### config.mk
export PLATFORM = sky130hd
export DESIGN_NAME = decode_hazard_window
export DESIGN_NICKNAME = d
export VERILOG_FILES = /design/src/rtl/decode_hazard_window_pkg.sv /design/src/rtl/decode_hazard_window_match.sv /design/src/rtl/decode_hazard_window.sv
export SDC_FILE = /design/constraint.sdc
export NUM_CORES = 1
export LEC_CHECK = 0
export CAP_MARGIN = 10
export CORE_ASPECT_RATIO = 1.1
export CORE_MARGIN = 2
export CORE_UTILIZATION = 40
export CTS_BUF_LIST = sky130_fd_sc_hd__clkbuf_16
export DETAILED_ROUTE_END_ITERATION = 6
export HOLD_SLACK_MARGIN = 0.05
export PLACE_DENSITY = 0.82
export SYNTH_ARGS = -nofsm -noshare
export SYNTH_HDL_FRONTEND = slang
export SYNTH_SLANG_ARGS = --single-unit
### constraint.sdc
create_clock -name clk -period 3.6 [get_ports clk]
set_clock_uncertainty 0.15 [all_clocks]
set_input_delay 1.08 -clock clk [delete_from_list [all_inputs] [get_ports clk]]
set_output_delay 1.08 -clock clk [all_outputs]
set_load 0.05 [all_outputs]
### src/rtl/decode_hazard_window_pkg.sv
// Shared types and defaults for the decode-stage hazard window.
package decode_hazard_window_pkg;

  localparam int unsigned CREG_W      = 5;
  localparam int unsigned FUNC_ADDR_W = 64;
  localparam int unsigned HAZ_LAT_W   = 2;
  localparam int unsigned HAZ_DEPTH   = 2;

  typedef logic [CREG_W-1:0]      creg_addr_t;
  typedef logic [FUNC_ADDR_W-1:0] func_addr_t;

  // Default-width view of one in-flight producer slot.
  typedef struct packed {
    logic                 valid;
    creg_addr_t           rd;
    func_addr_t           pc;
    logic [HAZ_LAT_W-1:0] cnt;
  } hazard_slot_t;

endpackage

### src/rtl/decode_hazard_window_match.sv
// Youngest-match priority finder: lowest-index valid slot whose rd equals rs.
module decode_hazard_window_match
  import decode_hazard_window_pkg::*;
#(
  parameter int unsigned DEPTH = HAZ_DEPTH,
  parameter int unsigned IDX_W = (DEPTH > 1) ? $clog2(DEPTH) : 1
) (
  input  logic [DEPTH-1:0]        valid_i,
  input  logic [DEPTH*CREG_W-1:0] rd_i,
  input  logic [DEPTH-1:0]        pend_i,
  input  creg_addr_t              rs_i,
  output logic                    hit_c,
  output logic [IDX_W-1:0]        idx_c,
  output logic                    busy_c
);

  // Scan oldest to youngest so the lowest index overwrites any older match.
  always_comb begin
    hit_c  = 1'b0;
    idx_c  = '0;
    busy_c = 1'b0;
    for (int i = int'(DEPTH) - 1; i >= 0; i--) begin
      if (valid_i[i] && (rd_i[i*CREG_W +: CREG_W] == rs_i) && (rs_i != '0)) begin
        hit_c  = 1'b1;
        idx_c  = IDX_W'(i);
        busy_c = pend_i[i];
      end
    end
  end

endmodule

### src/rtl/decode_hazard_window.sv
// DEPTH-slot window of recently issued destination registers with latency
// countdowns; answers rs1/rs2 forwarding and stall queries for decode.
module decode_hazard_window
  import decode_hazard_window_pkg::*;
#(
  parameter int unsigned DEPTH  = HAZ_DEPTH,
  parameter int unsigned ADDR_W = FUNC_ADDR_W,
  parameter int unsigned LAT_W  = HAZ_LAT_W,
  parameter int unsigned IDX_W  = (DEPTH > 1) ? $clog2(DEPTH) : 1
) (
  input  logic                     clk,
  input  logic                     reset,
  input  logic                     update,
  input  logic                     advance,
  input  logic                     flush,
  input  logic                     in_valid,
  input  logic [CREG_W-1:0]        in_rd,
  input  logic [ADDR_W-1:0]        in_pc,
  input  logic [LAT_W-1:0]         in_lat,
  input  logic [CREG_W-1:0]        rs1,
  input  logic [CREG_W-1:0]        rs2,
  output logic                     rs1_hit,
  output logic                     rs2_hit,
  output logic [IDX_W-1:0]         rs1_idx,
  output logic [IDX_W-1:0]         rs2_idx,
  output logic                     rs1_busy,
  output logic                     rs2_busy,
  output logic                     stall,
  output logic [DEPTH*CREG_W-1:0]  rd_prev,
  output logic [DEPTH*ADDR_W-1:0]  pc_prev,
  output logic [DEPTH-1:0]         need_wait,
  output logic [IDX_W:0]           occupancy
);

  localparam int unsigned OCC_W = IDX_W + 1;

  typedef struct packed {
    logic              valid;
    creg_addr_t        rd;
    logic [ADDR_W-1:0] pc;
    logic [LAT_W-1:0]  cnt;
  } slot_t;

  slot_t slot_q [DEPTH];
  slot_t slot_d [DEPTH];

  function automatic logic [LAT_W-1:0] dec_sat(input logic [LAT_W-1:0] c);
    return (c == '0) ? '0 : c - LAT_W'(1);
  endfunction

  // Next-state: hold, flush, shift-in, or countdown only.
  always_comb begin
    for (int i = 0; i < int'(DEPTH); i++) begin
      slot_d[i] = slot_q[i];
    end
    if (!update) begin
      // frozen pipeline keeps everything, including countdowns
    end else if (flush) begin
      for (int i = 0; i < int'(DEPTH); i++) begin
        slot_d[i] = '0;
      end
    end else if (advance) begin
      slot_d[0].valid = in_valid && (in_rd != '0);
      slot_d[0].rd    = in_rd;
      slot_d[0].pc    = in_pc;
      slot_d[0].cnt   = in_lat;
      for (int i = 1; i < int'(DEPTH); i++) begin
        slot_d[i]     = slot_q[i-1];
        slot_d[i].cnt = dec_sat(slot_q[i-1].cnt);
      end
    end else begin
      for (int i = 0; i < int'(DEPTH); i++) begin
        slot_d[i].cnt = dec_sat(slot_q[i].cnt);
      end
    end
  end

  always_ff @(posedge clk) begin
    if (reset) begin
      for (int i = 0; i < int'(DEPTH); i++) begin
        slot_q[i] <= '0;
      end
    end else begin
      for (int i = 0; i < int'(DEPTH); i++) begin
        slot_q[i] <= slot_d[i];
      end
    end
  end

  logic [DEPTH-1:0] valid_vec;
  logic [OCC_W-1:0] occ;

  // Flatten slot state for the match finders and the history outputs.
  always_comb begin
    valid_vec = '0;
    need_wait = '0;
    rd_prev   = '0;
    pc_prev   = '0;
    occ       = '0;
    for (int i = 0; i < int'(DEPTH); i++) begin
      valid_vec[i]                   = slot_q[i].valid;
      need_wait[i]                   = slot_q[i].valid && (slot_q[i].cnt != '0);
      rd_prev[i*CREG_W +: CREG_W]    = slot_q[i].rd;
      pc_prev[i*ADDR_W +: ADDR_W]    = slot_q[i].pc;
      occ                            = occ + OCC_W'(slot_q[i].valid);
    end
  end

  assign occupancy = occ;

  decode_hazard_window_match #(
    .DEPTH (DEPTH),
    .IDX_W (IDX_W)
  ) u_match_rs1 (
    .valid_i (valid_vec),
    .rd_i    (rd_prev),
    .pend_i  (need_wait),
    .rs_i    (rs1),
    .hit_c   (rs1_hit),
    .idx_c   (rs1_idx),
    .busy_c  (rs1_busy)
  );

  decode_hazard_window_match #(
    .DEPTH (DEPTH),
    .IDX_W (IDX_W)
  ) u_match_rs2 (
    .valid_i (valid_vec),
    .rd_i    (rd_prev),
    .pend_i  (need_wait),
    .rs_i    (rs2),
    .hit_c   (rs2_hit),
    .idx_c   (rs2_idx),
    .busy_c  (rs2_busy)
  );

  assign stall = rs1_busy | rs2_busy;

endmodule

# [Yosys cells after proc, flatten, opt, wreduce, memory -nomap -nowiden]
# Memory sizes are Yosys's and may differ from the RTL's.
# Index checks and enable logic that the tools add are counted.
[classes] add_sub_neg=3 n_eq_ne=4 muxes=23 bitwise_logic=3 n_reduce_logical=18
[op_table] cell="two-way mux 144 bit" n=2
[op_table] cell="two-way mux 72 bit" n=2
[op_table] cell="two-way mux 70 bit" n=2
[op_table] cell="== test 5 bit" n=4
[op_table] cell="nonzero test 5 bit" n=3
[op_table] cell="two-way mux 1 bit" n=13
[op_table] cell="logical AND 1 bit" n=11
[op_table] cell="two-way mux 2 bit" n=4
[op_table] cell="logical NOT 2 bit" n=2
[op_table] cell="nonzero test 2 bit" n=2
[op_table] cell="subtractor 2 x 1 -> 2 bit (second input constant)" n=2
[op_table] cell="bitwise OR 1 bit" n=3
[op_table] cell="adder 1 x 1 -> 2 bit" n=1
[word_totals] register_bits=0 mem_bits_rw=144 out_inout_bits=149 n_memories=1
[mem_list] name="slot_q" depth=2 word_bits=72 read_ports=2 rd_clocked_by_memory_dff=0 write_ports=2 line="decode_hazard_window.sv:44" rtl="slot_t slot_q [DEPTH];"

# [Depth between registers and ports, before layout]
# Gate-level depths: netlist (run 1).
[depth] ltp_word=6 mapped_depth=7

# [Hierarchy]
# Synthesis (run 1) repeated with hierarchy kept, for this count alone.
[unflattened] hier_cells=679 area_unflattened_um2=6299.8
[modules_own_cells] mod="decode_hazard_window" n_inst=1 cells_per_inst=637 area_per_inst_um2=5939.4
[modules_own_cells] mod="decode_hazard_window_match" n_inst=2 cells_per_inst=21 area_per_inst_um2=180.2

# [Worst setup path after synthesis (run 1)]
# OpenSTA, ideal clock, no wires.
[synth_timing] path_kind="input to output" from="in rs2[1]" to="out rs2_busy" arrival_time_ns=2.540 slack_ns=-0.170 cell_stages=5 path_buffers=0 path_cell_list="or4_1 > nor2_2 > or3_1 > and2_4 > a22o_1"
[synth_between] elab_chain_cells=5 word_cells_on_any_way=9
[synth_rtl] item="from (decl)" line="decode_hazard_window.sv:21" rtl="input logic [CREG_W-1:0] rs2,"
[synth_rtl] item="== test 5 bit" line="decode_hazard_window_match.sv:23" rtl="if (valid_i[i] && (rd_i[i*CREG_W +: CREG_W] == rs_i) && (rs_i != '0)) begin"
[synth_rtl] item="logical AND 1 bit (2 in series)" line="decode_hazard_window_match.sv:23"
[synth_rtl] item="two-way mux 1 bit" line="decode_hazard_window_match.sv:23"
[synth_rtl] item="two-way mux 1 bit (*)" line="decode_hazard_window_match.sv:23"
[synth_rtl] item="to (decl)" line="decode_hazard_window.sv:27" rtl="output logic rs2_busy,"
# Every way passes the cells marked *; elsewhere a longest branch is shown, timed or not.

# [Worst setup path after layout (run 1)]
[layout_timing] from="in rs1[2]" to="out stall"
[layout_between] elab_chain_cells=6 word_cells_on_any_way=10
[layout_rtl] item="from (decl)" line="decode_hazard_window.sv:20" rtl="input logic [CREG_W-1:0] rs1,"
[layout_rtl] item="== test 5 bit" line="decode_hazard_window_match.sv:23"
[layout_rtl] item="logical AND 1 bit (2 in series)" line="decode_hazard_window_match.sv:23"
[layout_rtl] item="two-way mux 1 bit" line="decode_hazard_window_match.sv:23"
[layout_rtl] item="two-way mux 1 bit (*)" line="decode_hazard_window_match.sv:23"
[layout_rtl] item="bitwise OR 1 bit (*)" line="decode_hazard_window.sv:137" rtl="assign stall = rs1_busy | rs2_busy;"
[layout_rtl] item="to (decl)" line="decode_hazard_window.sv:28" rtl="output logic stall,"
# Marked as above.

==> results.toml, run 1 <==
[status]
outcome = "complete, but fails checks"
violations = "setup timing"

[synth]
netlist-cell-type-count = 34
avgSynthCellArea_um2 = 9.083
synth_top_cells_by_area = "dfxtp_1 47%, a22oi_1 17%, buf_4 17%"
netlist_instances = 682
synth.net_count = 770
yosysTopAreaCellShare_pct = 46.54
async_flop_share_pct = 0
ys_ff_latch = 144
synth-edff-count = 0
ys_seq_area_share_pct = 46.54
synthFlopType = "dfxtp_1"
synth_largest_area_cell = "dfxtp_1"
netlist_area_um2 = 6195
yosysWarnings = 0

[detailed_routing]
final_antenna_net_count = 0
via_per_inst = 5.094
drc = 0
wl_per_cell_um = 15.72
dr.pass1.iters = 4
vias = 4982
initialDrtViolationCount = 427
routed_wl_um = 15370

[global_routing]
grt_usage_pct = 18.34
antenna_found_initial = 0
first_global_vias = 4763
grt_pass1_wl_um = 24240
grt_max_degree = 75
overflow = 0

[timing]
setup_viol = 7
finalHoldViolations = 0
setup_slack_ps = -117.9
fmax_ghz = 0.2690
post-route-min-period_ps = 3718
grt_setup_unrepaired = "yes"
slew_viol_final = 0
relSlewSlack_pct = 59.97
worst_pin_slew_ps = 598.6
setup_tns_ps = -417.0
period_share_pct = 103.3
hold_slack_ps = 346.1

[power_and_ir_drop]
power_leakage_nw = 3.055
p_int_mw = 2.870
totalPowerFinal_mw = 3.755
p_switching_uw = 884.5
p_sw_share_pct = 23.56
p_per_area_nw_per_um2 = 439.0
vdd_ir_drop_max_mv = 0.2852
seqPwrFrac_pct = 43.8
pwr-share-clk_pct = 45.5
combPwrFrac_pct = 10.7

[setup_path]
crit_required_ps = 2370
setup.worst_path.start = "rs1[2]"
path_class = "input pin to primary output"
slowest_stage = "or4_4"
r2r-end = "slot_q[0][72]"
cpPeakStageDelay_ps = 540
ff2ff_setup_slack_ps = 2250
rr_startpoint = "slot_q[0][73]"
crit_path_end_kind = "primary output"
critPathMaxFanout = 3
cp-endpoint = "stall"
worstRegToRegCells = 4
arrival_ps = 2490
path_cells = "buf_8 > or4_4 > nor2_4 > nor4_4 > a22o_1 > o2bb2ai_2 > buf_12"
crit_path_start_kind = "input pin"

[cells_and_area]
area_delta_synth_final_pct = 38.05
largest_reg_flops = 144
final_nets = 858
top_register = "slot_q"
reg.largest.list = "slot_q x144"
utilization_pct = 56.59
final_cell_mix = "217 x clkdlybuf4s50_1, 146 x nor2_1, 144 x dfxtp_1"
drive_gt1_share_pct = 11.51
fin_area_um2 = 8552
final_common_cell = "clkdlybuf4s50_1"
finalNonFillerCells = 978
n_antenna_cell = 0

[clocking]
cts_sinks = 144
clockBufferDepth = 2
ctsHoldBuffers = 0
cts.root.buffer_cell = "clkbuf_16"
htreeDepth = 4
clk_latency_ps = 400
cts_tree = "built"
path_clk_slew_ps = 60
cts_made_buffers = 17

[placement]
dpl.hpwl_um = 10170
place_congestion = 0.7760
dpl.cell_count = 944
io_buffers = 235
place_ws_ps = -511.6
placement.cell_area_um2 = 7824

[worst_hold_path]
hold_class = "register to register"
min-delay-start = "slot_q[0][129]"
hold_depth = 2

[floorplanning]
num_io_pins = 236
die_x_um = 122.7
start_util_pct = 40.99
die_area_um2 = 16500
rows = 47
coreArea_um2 = 15110
die_h_um = 134.5

[job]
drv_cap = 0
## power by group through the flow
stage / logic, mW / registers, mW / clock network (mW)
after detailed placement: 0.394 / 1.68 / 0
final: 0.403 / 1.64 / 1.71
after global routing: 0.427 / 1.65 / 1.83
after global placement: 0.390 / 1.68 / 0
after CTS: 0.404 / 1.64 / 1.76
after floorplan: 0.243 / 1.67 / 0
## kinds of logic (layout without fill, tap and decap cells)
group | Yosys count | count (layout) | share of synthesized area (%)
fa+ha+maj | 1 | 1 | 0.2019
simple gates | 176 | 176 | 11.84
compound gates | 152 | 152 | 18.32
buf+inv | 187 | 287 | 19.96
mux | 2 | 2 | 0.3232
xor+xnor | 20 | 20 | 2.828
flops | 144 | 144 | 46.54
## timing repair
item | 4_1_cts | 5_1_grt
endpoints found under the hold margin | 0 | 0
pin swaps | 20 | 11
endpoints found under the setup margin | 7 | 7
buffers inserted | 3 | 0
gates resized for setup | 70 | 4
## how the worst min path moves through the flow
stage	end
2_1_floorplan	slot_q[0][100]
3_3_place_gp	slot_q[0][80]
3_5_place_dp	slot_q[0][106]
4_1_cts	slot_q[0][77]
5_1_grt	slot_q[0][77]
6_report	slot_q[0][129]
## critical path: cells and delay by family
family / cells / cell delay [ps]
and+or+nand+nor: 3 / 760
AOI/OAI and AO/OA: 2 / 390
buffers and inverters: 2 / 260
## final cells by class
type                    count  area, µm²
flip-flops and latches    144       2883
inverters                   1      3.754
clock inverters            14      151.4
well taps                 196      245.2
fillers                  1295       6561
repair buffers            255       2616
multi-input cells         351       2227
clock buffers              17      425.4
## synth_stat cells (all sizes together) (3+ instances only)
cell type  count
nand2          7
xnor2         16
a21oi          3
xor2           4
dfxtp        144
nand4          4
buf          154
a22oi        140
a22o           3
or4            3
clkbuf        32
nor2         148
## per-layer routing
metal / GRT usage [%] / part of all wire (%) / vias to the layer above / routed length (µm)
met2: 30.77 / 51 / 178 / 7798
met1: 21.83 / 41 / 2385 / 6268
met3: 5.279 / 5.9 / 28 / 900
li1: - / - / 2391 / -
met4: 7.727 / 2.6 / 0 / 403
met5: 0 / 0 / - / 0
Power figures use the tool's default switching activity.
==> run 2: changes to the inputs <==
Settings changed: PLACE_DENSITY 0.82 to unset, PLACE_DENSITY_LB_ADDON set to 0.25.
==> run 2 against run 1 <==
- the run still ends with setup timing left
- routed wire length increased by 2.4%
- sequential cell count unchanged
- register-to-register slack about the same
- clock power increased by 2%
- first-iteration DRC count decreased by 29%
==> results.toml, run 2 (synthesis gave the netlist of run 1 again) <==
[power_and_ir_drop]
p_per_area_nw_per_um2 = 442.0
vdd_ir_drop_max_mv = 0.2368
totalPowerFinal_mw = 3.801
power_leakage_nw = 3.071

[detailed_routing]
drc = 0
routed_wl_um = 15750
wl_per_cell_um = 16.08
vias = 5041
initialDrtViolationCount = 304
dr.pass1.iters = 5
final_antenna_net_count = 0
via_per_inst = 5.149

[cells_and_area]
final_cell_mix = "217 x clkdlybuf4s50_1, 146 x nor2_1, 144 x dfxtp_1"
final_nets = 859
reg.largest.list = "slot_q x144"
fill_cells = 1313
top_register = "slot_q"
n_antenna_cell = 0
drive_gt1_share_pct = 11.88
area_delta_synth_final_pct = 38.82
final_common_cell = "clkdlybuf4s50_1"
largest_reg_flops = 144

[floorplanning]
start_util_pct = 40.99
die_x_um = 122.7
coreArea_um2 = 15110
die_h_um = 134.5
rows = 47
num_io_pins = 236
die_area_um2 = 16500

[global_routing]
antenna_found_initial = 0
first_global_vias = 4806
overflow = 0
grt_pass1_wl_um = 24180
grt_usage_pct = 18.47
grt_max_degree = 145

[setup_path]
path_cells = "buf_8 > or4_4 > nor2_4 > or3_4 > a22o_1 > o2bb2ai_2 > buf_12"
critPathBufInv = 2
path_class = "input pin to primary output"
crit_path_end_kind = "primary output"
crit_path_start_kind = "input pin"
crit_required_ps = 2370
cpPeakStageDelay_ps = 540
cp_top_family = "simple AND/OR/NAND/NOR gates"
arrival_ps = 2470
slowest_stage = "or4_4"
critPathMaxFanout = 3

[clocking]
clockBufferDepth = 2
clk_latency_ps = 410
htreeDepth = 4
cts_made_buffers = 17
path_clk_slew_ps = 60
cts_tree = "built"
cts_sinks = 144
cts.root.buffer_cell = "clkbuf_16"

[timing]
worst_pin_slew_ps = 658.5
setup_tns_ps = -434.2
post-route-min-period_ps = 3704
setup_viol = 7
slew_viol_final = 0
finalHoldViolations = 0
period_share_pct = 102.9
grt_setup_unrepaired = "yes"
hold_slack_ps = 347.5
setup_slack_ps = -104.5
fmax_ghz = 0.2699
relSlewSlack_pct = 56.10

[status]
outcome = "complete, but fails checks"
violations = "setup timing"

[worst_hold_path]
hold_class = "register to register"

[placement]
io_buffers = 235
dpl.hpwl_um = 10680
place_congestion = 0.7998

[job]
drv_cap = 0
run 2: area by class of cell:
type | count | area (µm²) | area share (%)
clock buffers | 17 | 425.4 | 4.947
repair buffers | 256 | 2649 | 30.80
flip-flops and latches | 144 | 2883 | 33.52
multi-input cells | 351 | 2227 | 25.90
inverters | 1 | 3.754 | 0.04365
well taps | 196 | 245.2 | 2.852
clock inverters | 14 | 166.4 | 1.935
run 2: final timing paths:
path / from / end / depth (start not counted) / slack [ps]
worst max-delay path: rs1[3] / stall / 7 / -100
worst min-delay path: slot_q[0][133] / slot_q[0][133] / 2 / 350
worst min register to register: slot_q[0][133] / slot_q[0][133] / 2 / 350
worst max register to register: slot_q[0][73] / slot_q[0][72] / 4 / 2250
run 2: through the flow:
stage / cell area (µm²) / worst slack (ps) / util, % / instances
3_5_place_dp: 7844 / -543.3 / 51.90 / 945
2_1_floorplan: 6211 / -35.61 / - / 682
3_3_place_gp: 7844 / -475.5 / 51.90 / 945
4_1_cts: 8553 / -142.9 / 56.59 / 977
5_1_grt: 8600 / -147.4 / 56.90 / 979
6_report: 8600 / -104.5 / 56.90 / 979
run 2: repair_timing:
item / in CTS / in global routing
pin swaps: 17 / 10
gates resized for setup: 67 / 7
setup buffers: 1 / 2
hold buffers: 0 / 0
endpoints found under the hold margin: 0 / 0
setup endpoints to repair: 7 / 7
cloned: 0 / 0
run 2: routing by layer:
| layer | up-vias | share of wire, % | track usage [%] |
|---|---|---|---|
| met1 | 2438 | 40 | 21.41 |
| met5 | - | 0 | 0 |
| met3 | 18 | 7.4 | 6.503 |
| met2 | 192 | 51 | 31.39 |
| met4 | 0 | 1.7 | 6.513 |
| li1 | 2393 | - | - |
run 2: worst register-to-register path: cells and delay by family (launching register included):
family	cells	cell delay [ps]
DFF	1	350
AOI/OAI and AO/OA	1	170
muxes	1	90
and+or+nand+nor	2	540
run 2: where the power goes:
group / switching [mW] / internal (mW)
registers: 0.0232 / 1.62
clock network: 0.663 / 1.08
logic: 0.226 / 0.184
